==> src/rtl/bcd_pkg.sv <==
// bcd_pkg
// Shared definitions for the serial binary-to-BCD converter:
//   state_t      - converter FSM states (IDLE, SHIFT, DONE)
//   DIGIT_W      - bits per BCD digit
//   ADD3_THRESH  - digit value at or above which double-dabble adds 3
package bcd_pkg;

   typedef enum logic [1:0] {
      IDLE  = 2'd0,
      SHIFT = 2'd1,
      DONE  = 2'd2
   } state_t;

   localparam int DIGIT_W     = 4;
   localparam int ADD3_THRESH = 5;

endpackage

==> src/rtl/bcd_digit_adj.sv <==
// bcd_digit_adj
// Combinational double-dabble correction for one BCD digit: adds 3 when the
// digit is 5 or more, so the following left shift carries into the next digit.
// Ports:
//   digit    in  DIGIT_W  current digit value
//   adjusted out DIGIT_W  digit after the conditional +3
module bcd_digit_adj
   import bcd_pkg::*;
(
   input  logic [DIGIT_W-1:0] digit,
   output logic [DIGIT_W-1:0] adjusted
);

   always_comb begin
      if (digit >= DIGIT_W'(ADD3_THRESH))
         adjusted = digit + DIGIT_W'(3);
      else
         adjusted = digit;
   end

endmodule

==> src/rtl/bin2bcd_serial.sv <==
// bin2bcd_serial
// Serial (one bit per clock) binary-to-BCD converter using double-dabble,
// with optional two's-complement input and an overflow flag when the value
// does not fit in DIGITS decimal digits.
// Ports:
//   clk        in   clock, rising edge
//   rst        in   asynchronous active-high reset
//   start      in   request conversion (taken only while in_ready=1)
//   in_bin     in   WIDTH-bit operand, captured on the accept edge
//   is_signed  in   1 = in_bin is two's complement
//   in_ready   out  high in IDLE
//   out_valid  out  high in DONE
//   out_ready  in   consumer takes the result while out_valid=1
//   bcd        out  4*DIGITS packed digits, ones digit in [3:0]
//   neg        out  signed operand was negative (bcd is the magnitude)
//   ovf        out  value needed more than DIGITS digits (bcd is mod 10^DIGITS)
module bin2bcd_serial
   import bcd_pkg::*;
#(
   parameter int WIDTH  = 8,
   parameter int DIGITS = 3
) (
   input  logic                      clk,
   input  logic                      rst,
   input  logic                      start,
   input  logic [WIDTH-1:0]          in_bin,
   input  logic                      is_signed,
   output logic                      in_ready,
   output logic                      out_valid,
   input  logic                      out_ready,
   output logic [DIGIT_W*DIGITS-1:0] bcd,
   output logic                      neg,
   output logic                      ovf
);

   localparam int BCD_W = DIGIT_W * DIGITS;
   localparam int CNT_W = $clog2(WIDTH + 1);
   localparam logic [CNT_W-1:0] LAST = CNT_W'(WIDTH);
   localparam logic [WIDTH-1:0] ONE  = WIDTH'(1);

   state_t             state;
   logic [CNT_W-1:0]   count;
   logic [BCD_W-1:0]   digits;
   logic [BCD_W-1:0]   adj_digits;
   logic [WIDTH-1:0]   mag;
   logic               neg_work;
   logic               ovf_work;
   logic               take_neg;

   assign take_neg = is_signed & in_bin[WIDTH-1];

   genvar gi;
   generate
      for (gi = 0; gi < DIGITS; gi++) begin : g_adj
         bcd_digit_adj u_adj (
            .digit    (digits[gi*DIGIT_W +: DIGIT_W]),
            .adjusted (adj_digits[gi*DIGIT_W +: DIGIT_W])
         );
      end
   endgenerate

   // count runs 0..WIDTH: WIDTH shift iterations, then one extra edge that
   // publishes the working digits to the output registers and enters DONE.
   always_ff @(posedge clk or posedge rst) begin
      if (rst) begin
         state     <= IDLE;
         count     <= '0;
         digits    <= '0;
         mag       <= '0;
         neg_work  <= 1'b0;
         ovf_work  <= 1'b0;
         bcd       <= '0;
         neg       <= 1'b0;
         ovf       <= 1'b0;
         in_ready  <= 1'b1;
         out_valid <= 1'b0;
      end else begin
         case (state)
            IDLE: begin
               if (start) begin
                  state    <= SHIFT;
                  in_ready <= 1'b0;
                  count    <= '0;
                  digits   <= '0;
                  ovf_work <= 1'b0;
                  neg_work <= take_neg;
                  // Negating the signed minimum yields the same bit pattern,
                  // which read as unsigned is exactly 2^(WIDTH-1).
                  mag      <= take_neg ? (~in_bin + ONE) : in_bin;
               end
            end
            SHIFT: begin
               if (count == LAST) begin
                  state     <= DONE;
                  out_valid <= 1'b1;
                  bcd       <= digits;
                  neg       <= neg_work;
                  ovf       <= ovf_work;
               end else begin
                  // Top bit of the adjusted digits falls off the end: that is
                  // a carry out of the most significant decimal digit.
                  {digits, mag} <= {adj_digits[BCD_W-2:0], mag, 1'b0};
                  ovf_work      <= ovf_work | adj_digits[BCD_W-1];
                  count         <= count + CNT_W'(1);
               end
            end
            DONE: begin
               if (out_ready) begin
                  state     <= IDLE;
                  out_valid <= 1'b0;
                  in_ready  <= 1'b1;
               end
            end
            default: begin
               state     <= IDLE;
               in_ready  <= 1'b1;
               out_valid <= 1'b0;
            end
         endcase
      end
   end

endmodule

==> config.mk <==
export PLATFORM = sky130hd
export DESIGN_NAME = bin2bcd_serial
export DESIGN_NICKNAME = d
export VERILOG_FILES = /design/src/rtl/bcd_pkg.sv /design/src/rtl/bcd_digit_adj.sv /design/src/rtl/bin2bcd_serial.sv
export SDC_FILE = /design/constraint.sdc
export NUM_CORES = 1
export LEC_CHECK = 0
export ABC_CLOCK_PERIOD_IN_PS = 2400
export BUFFER_PORTS_ARGS = -buffer_cell sky130_fd_sc_hd__buf_2
export CORE_MARGIN = 2
export CORE_UTILIZATION = 61
export DETAILED_ROUTE_END_ITERATION = 10
export GPL_ROUTABILITY_DRIVEN = 0
export PLACE_DENSITY = 0.88
export SLEW_MARGIN = 10
export SYNTH_ARGS = -nofsm -noshare
export SYNTH_HDL_FRONTEND = slang
export SYNTH_SLANG_ARGS = --single-unit
==> constraint.sdc <==
create_clock -name clk -period 2.4 [get_ports clk]
set_input_delay 0.48 -clock clk [delete_from_list [all_inputs] [get_ports clk]]
set_output_delay 0.48 -clock clk [all_outputs]
set_load 0.02 [all_outputs]
# Yosys cells after proc, flatten, opt, wreduce, memory -nomap -nowiden
# Index checks and enable logic that the tools add are counted.
[totals]
ff_bits = 44
in_bits = 13
output_inout_bits = 16
elab_cells = 64
[classes]
add_sub_neg = 5
n_lt_le_gt_ge = 3
n_eq_ne = 7
muxes = 25
n_bitwise = 5
n_reduce_logical = 8
[ops]
columns = ["cell", "n"]
rows = [
  ["12-bit two-way mux", 2],
  ["8-bit two-way mux", 3],
  ["12-bit case mux with 2 select lines", 1],
  ["4-bit two-way mux", 5],
  ["8-bit case mux with 2 select lines", 1],
  ["4-bit by 2-bit adder with 4-bit output, second input constant", 3],
  ["4-bit by 3-bit greater-or-equal comparator with 1-bit output, second input constant", 3],
  ["3-bit AND reduction", 4],
  ["8-bit by 1-bit adder with 8-bit output, second input constant", 1],
  ["2-bit inequality test, second input constant", 4],
  ["8-bit NOT", 1],
  ["4-bit case mux with 2 select lines", 1],
  ["2-bit two-way mux", 3],
  ["1-bit case mux with 3 select lines", 2],
  ["2-bit case mux with 3 select lines", 1],
  ["1-bit two-way mux", 5],
  ["4-bit by 1-bit adder with 4-bit output, second input constant", 1],
  ["4-bit == test, second input constant", 1],
  ["2-bit AND reduction", 2],
  ["2-bit by 1-bit == test with 1-bit output, second input constant", 1],
  ["2-bit == test, second input constant", 1],
  ["2-bit zero test", 1],
  ["1-bit NOT", 2],
  ["1-bit case mux with 2 select lines", 1],
  ["other kinds (3)", 3],
]

# Depth between registers and ports, before layout
[depth]
ltp_word = 5
ltp_mapped = 8
ltp_nobuf = 7

# By module
# A second synthesis with hierarchy kept.
[hier_totals]
cells_unflattened = 240
area_unflattened_um2 = 2328.5
[modules_own_cells]
columns = ["mod", "n_inst", "cells_per_inst", "area_each_um2", "seq_area_each_um2"]
rows = [
  ["bin2bcd_serial", 1, 192, 2024.4, 1102.3],
  ["bcd_digit_adj", 3, 16, 101.3, 0.0],
]

# Least setup slack after synthesis
# OpenSTA, ideal clock, no wires.
[synth_timing]
path_type = "register -> register"
from = "register count[0]"
to = "register digits[11]"
setup_time_ps = 122
arrival_ps = 1520
required_time_ps = 2278
setup_slack_ps = 758
path_stages_with_launch = 9
path_buffers = 1
period_less_slack_ps = 1642
path_cell_list = "dfrtp_1 -> inv_1 -> ha_1 -> and3b_1 -> a211o_1 -> buf_6 -> clkinv_8 -> o31ai_1 -> a32o_1"
[synth_via]
elab_chain_len = 3
[synth_rtl]
columns = ["item", "line_no", "rtl"]
rows = [
  ["start: declaration", "bin2bcd_serial.sv:42", "logic [CNT_W-1:0] count;"],
  ["start signal: assignment", "bin2bcd_serial.sv:104", "count <= count + CNT_W'(1);"],
  ["4-bit == test", "bin2bcd_serial.sv:93", "if (count == LAST) begin"],
  ["2-bit inequality test (no source line)", "-", ""],
  ["3-bit AND reduction (no source line)", "-", ""],
  ["end signal: assignment", "bin2bcd_serial.sv:102", "{digits, mag} <= {adj_digits[BCD_W-2:0], mag, 1'b0};"],
  ["end: declaration", "bin2bcd_serial.sv:43", "logic [BCD_W-1:0] digits;"],
]
# Every way passes these cells.
# A chain may end at the register's enable or synchronous reset.

# Final worst setup path
# Same ends and word-level chain as after synthesis.

==> results.tsv <==
metric	value	unit
run status	finished clean	
Synth Cell Area	2270	µm²
worst-skew pair later-pin latency	0.29	ns
Die X	65	µm
largest family of logic cells by synthesized area	compound AO/OA/AOI/OAI gates	
sequential share of the synthesized area	48.57	%
CTS H-tree depth	2	
height of the die	65	µm
clock buffer depth	2	
post_cts resized	0	
NumNets Final	259	
Post-Synthesis Cells	209	
Rel. slew slack	59.20	%
DR vias/cell	5.864	
Async SR Flop Fraction	100.0	%
R2R Setup Slk	0.54	ns
worst reg-to-reg path cell count	7	
post-synthesis adder-cell area fraction	4.961	%
Fmax	0.5386	GHz
post-DR wirelength/cell	15.70	µm
effective utilization at floorplan	62.94	%
row count	22	
Most used DFF post-synth	dfrtp_1	
final instance area	2509	µm²
CP max FO	10	
measured slew at the worst slew-check pin	0.6121	ns
xor-xnor portion of the synthesized cell area	3.473	%
share of cells above drive strength 1	26.05	%
met2 WL post-DR	2.321	mm
Distinct cells, synth	49	
clk slew on worst S/H paths	0.08	ns
HP Class	in2async	
CP top delay family	compound AO/OA/AOI/OAI gates	
Max Used Layer	met4	
I/O pins	29	
max cap viols	0	
total CTS buffers	5	
Core Area	3606	µm²
final setup fails	0	
commonest cells after routing, fill and taps aside	43 x dfrtp_1, 28 x buf_2, 17 x mux2_2	
Setup crit end kind	flop	
Buffers on Ports	28	
main area contributors after synthesis	dfrtp_1 47%, mux2_2 8.4%, ha_1 5.0%, o21ai_0 3.5%, nand3_1 3.1%	
Antenna Nets Post-Route	0	
EDFF count, synth	0	
Final Max Slew Viols	0	
CTS tree	yes	
data required time at the worst endpoint	2.59	ns
area share of the largest cell type after synthesis	47.41	%
dpl hpwl	3.088	mm
largest net degree at the start of global routing	45	
Tot Pwr	3.494	mW
largest stage delay on the critical path	0.47	ns
antenna violations before repair	0	
cts hold-fix bufs	0	
Mapped Nets	231	
Clock Skew	0.003730	ns
Remaining Overflow, GRT	0	
ANT cells	0	
Clock Sinks	44	
VDD IR-drop max	550.5	µV
critical path, cell by cell	inv_1, ha_1, and3b_1, a211o_1, clkinv_8, o31ai_1, a32o_1	
setup_tns	0	ns
Crit path buffers/inverters	2	
WHS	0.3208	ns
slowest cell on the critical path	a211o_1	
multiplexer share of the synthesized area	9.316	%
Root Buffer	clkbuf_8	
routed wire length	4.489	mm
Iter 0 DRT Violations	158	
DR vias	1677	
dpl cell area	2415	µm²
min cycle time layout	1.857	ns
simple-gate portion of the synthesized area	13.89	%
vias in the first global route	1616	
Setup Crit Path Kind	reg2reg	
Post-CTS Setup Bufs	0	
most common cell after layout, fill and taps aside	dfrtp_1	
Leakage Power	1.168	nW
area leader, netlist	dfrtp_1	
Ys Warns	0	
die area	4225	µm²
synthesized flop and latch total	44	
CP Launch Type	flop	
DRC	0	
crit share post-route	77.37	%
mean post-synth cell area	10.86	µm²
PwrDens	1393	nW/µm²
wire length on met3	154	µm
first-pass GRT wire length	7.631	mm
compound-gate portion of the synthesized area	14.00	%
RSZ-0062 raised after global routing	no	
reg2reg start	count[0]$_DFFE_PP0P_	
M1 WL	1.966	mm
number of hold violations in the final report	0	
synth-to-layout area growth	10.53	%
Total GRT Usage	23.83	%
Pre-antenna DRT Iters	5	
Worst R2R End	digits[11]$_DFFE_PP0P_	
Critical Path AT	2.04	ns
worst max path at each step:
stage                          from                     end  slack [ns]  cells past startpoint
2_1_floorplan  count[0]$_DFFE_PP0P_  digits[11]$_DFFE_PP0P_        0.76                      8
3_3_place_gp              in_bin[0]      mag[6]$_DFFE_PP0P_        0.45                      7
3_5_place_dp              in_bin[0]      mag[6]$_DFFE_PP0P_        0.40                      7
4_1_cts        count[0]$_DFFE_PP0P_   digits[3]$_DFFE_PP0P_        0.55                      7
5_1_grt        count[0]$_DFFE_PP0P_   digits[3]$_DFFE_PP0P_        0.43                      7
6_report       count[0]$_DFFE_PP0P_  digits[11]$_DFFE_PP0P_        0.54                      7
stage by stage:
step	setup WS [ns]	utilization, %	std cells
finish	0.5432	69.57	286
CTS	0.5523	69.57	286
global placement	0.4531	66.97	278
floorplan	0.7581	-	209
detailed placement	0.4010	66.97	278
global route	0.4284	69.57	286
flip-flops by register name, summed over array words and instances, names as in the netlist, 2 cells and up:
signal  flops
mag         8
digits     12
bcd        12
state       2
count       4
where the power goes:
| part | internal, mW | switching, mW | leakage [nW] |
|---|---|---|---|
| Sequential | 1.09 | 0.280 | 0.552 |
| Clock | 0.234 | 0.244 | 0.0445 |
| Combinational | 0.690 | 0.958 | 0.571 |
| Total | 2.01 | 1.48 | 1.17 |
synth_stat cells (2+ instances only):
library cell  number
inv_1             12
mux2_2            17
a21oi_1            6
nand2b_1           3
o21ai_0           16
o22a_1             2
nor3_1             4
nor2_1             9
ha_1               9
dfrtp_1           43
a32o_1             3
nand3_1           14
o31ai_1            5
xnor2_1            6
o21ai_1            2
xor2_1             3
buf_4              3
o211ai_1           3
buf_6              3
nand2_1           12
mux2i_1            2
nor3b_1            4
nand3b_1           2
worst min-delay path, cell delays in order:
cell and delay (ns):
buf_2 0.10, inv_1 0.04, buf_4 0.45
layer usage:
| metal | global-route usage (%) | vias up |
|---|---|---|
| met1 | 30.38 | 825 |
| li1 | - | 803 |
| met4 | 7.181 | 0 |
| met5 | 0 | - |
| met3 | 5.208 | 4 |
| met2 | 40.59 | 45 |
area by class of cell:
class | count | area (µm²)
sequential | 44 | 1102
clock buffer | 7 | 86.33
multi-input combinational | 143 | 1036
clock inverter | 1 | 7.507
inverter | 13 | 61.31
fill | 246 | 1097
tap | 48 | 60.06
timing repair buffer | 30 | 155.1
cells by family (layout without fill, tap and decap cells):
logic type / Yosys count / after routing
and+or+nand+nor: 59 / 59
AOI/OAI and AO/OA: 47 / 47
DFF: 44 / 44
buffers and inverters: 22 / 51
muxes: 19 / 19
adders and majority gates: 9 / 9
xor gates and xnor gates: 9 / 9
Note: power is estimated with default switching activity, not from simulation.
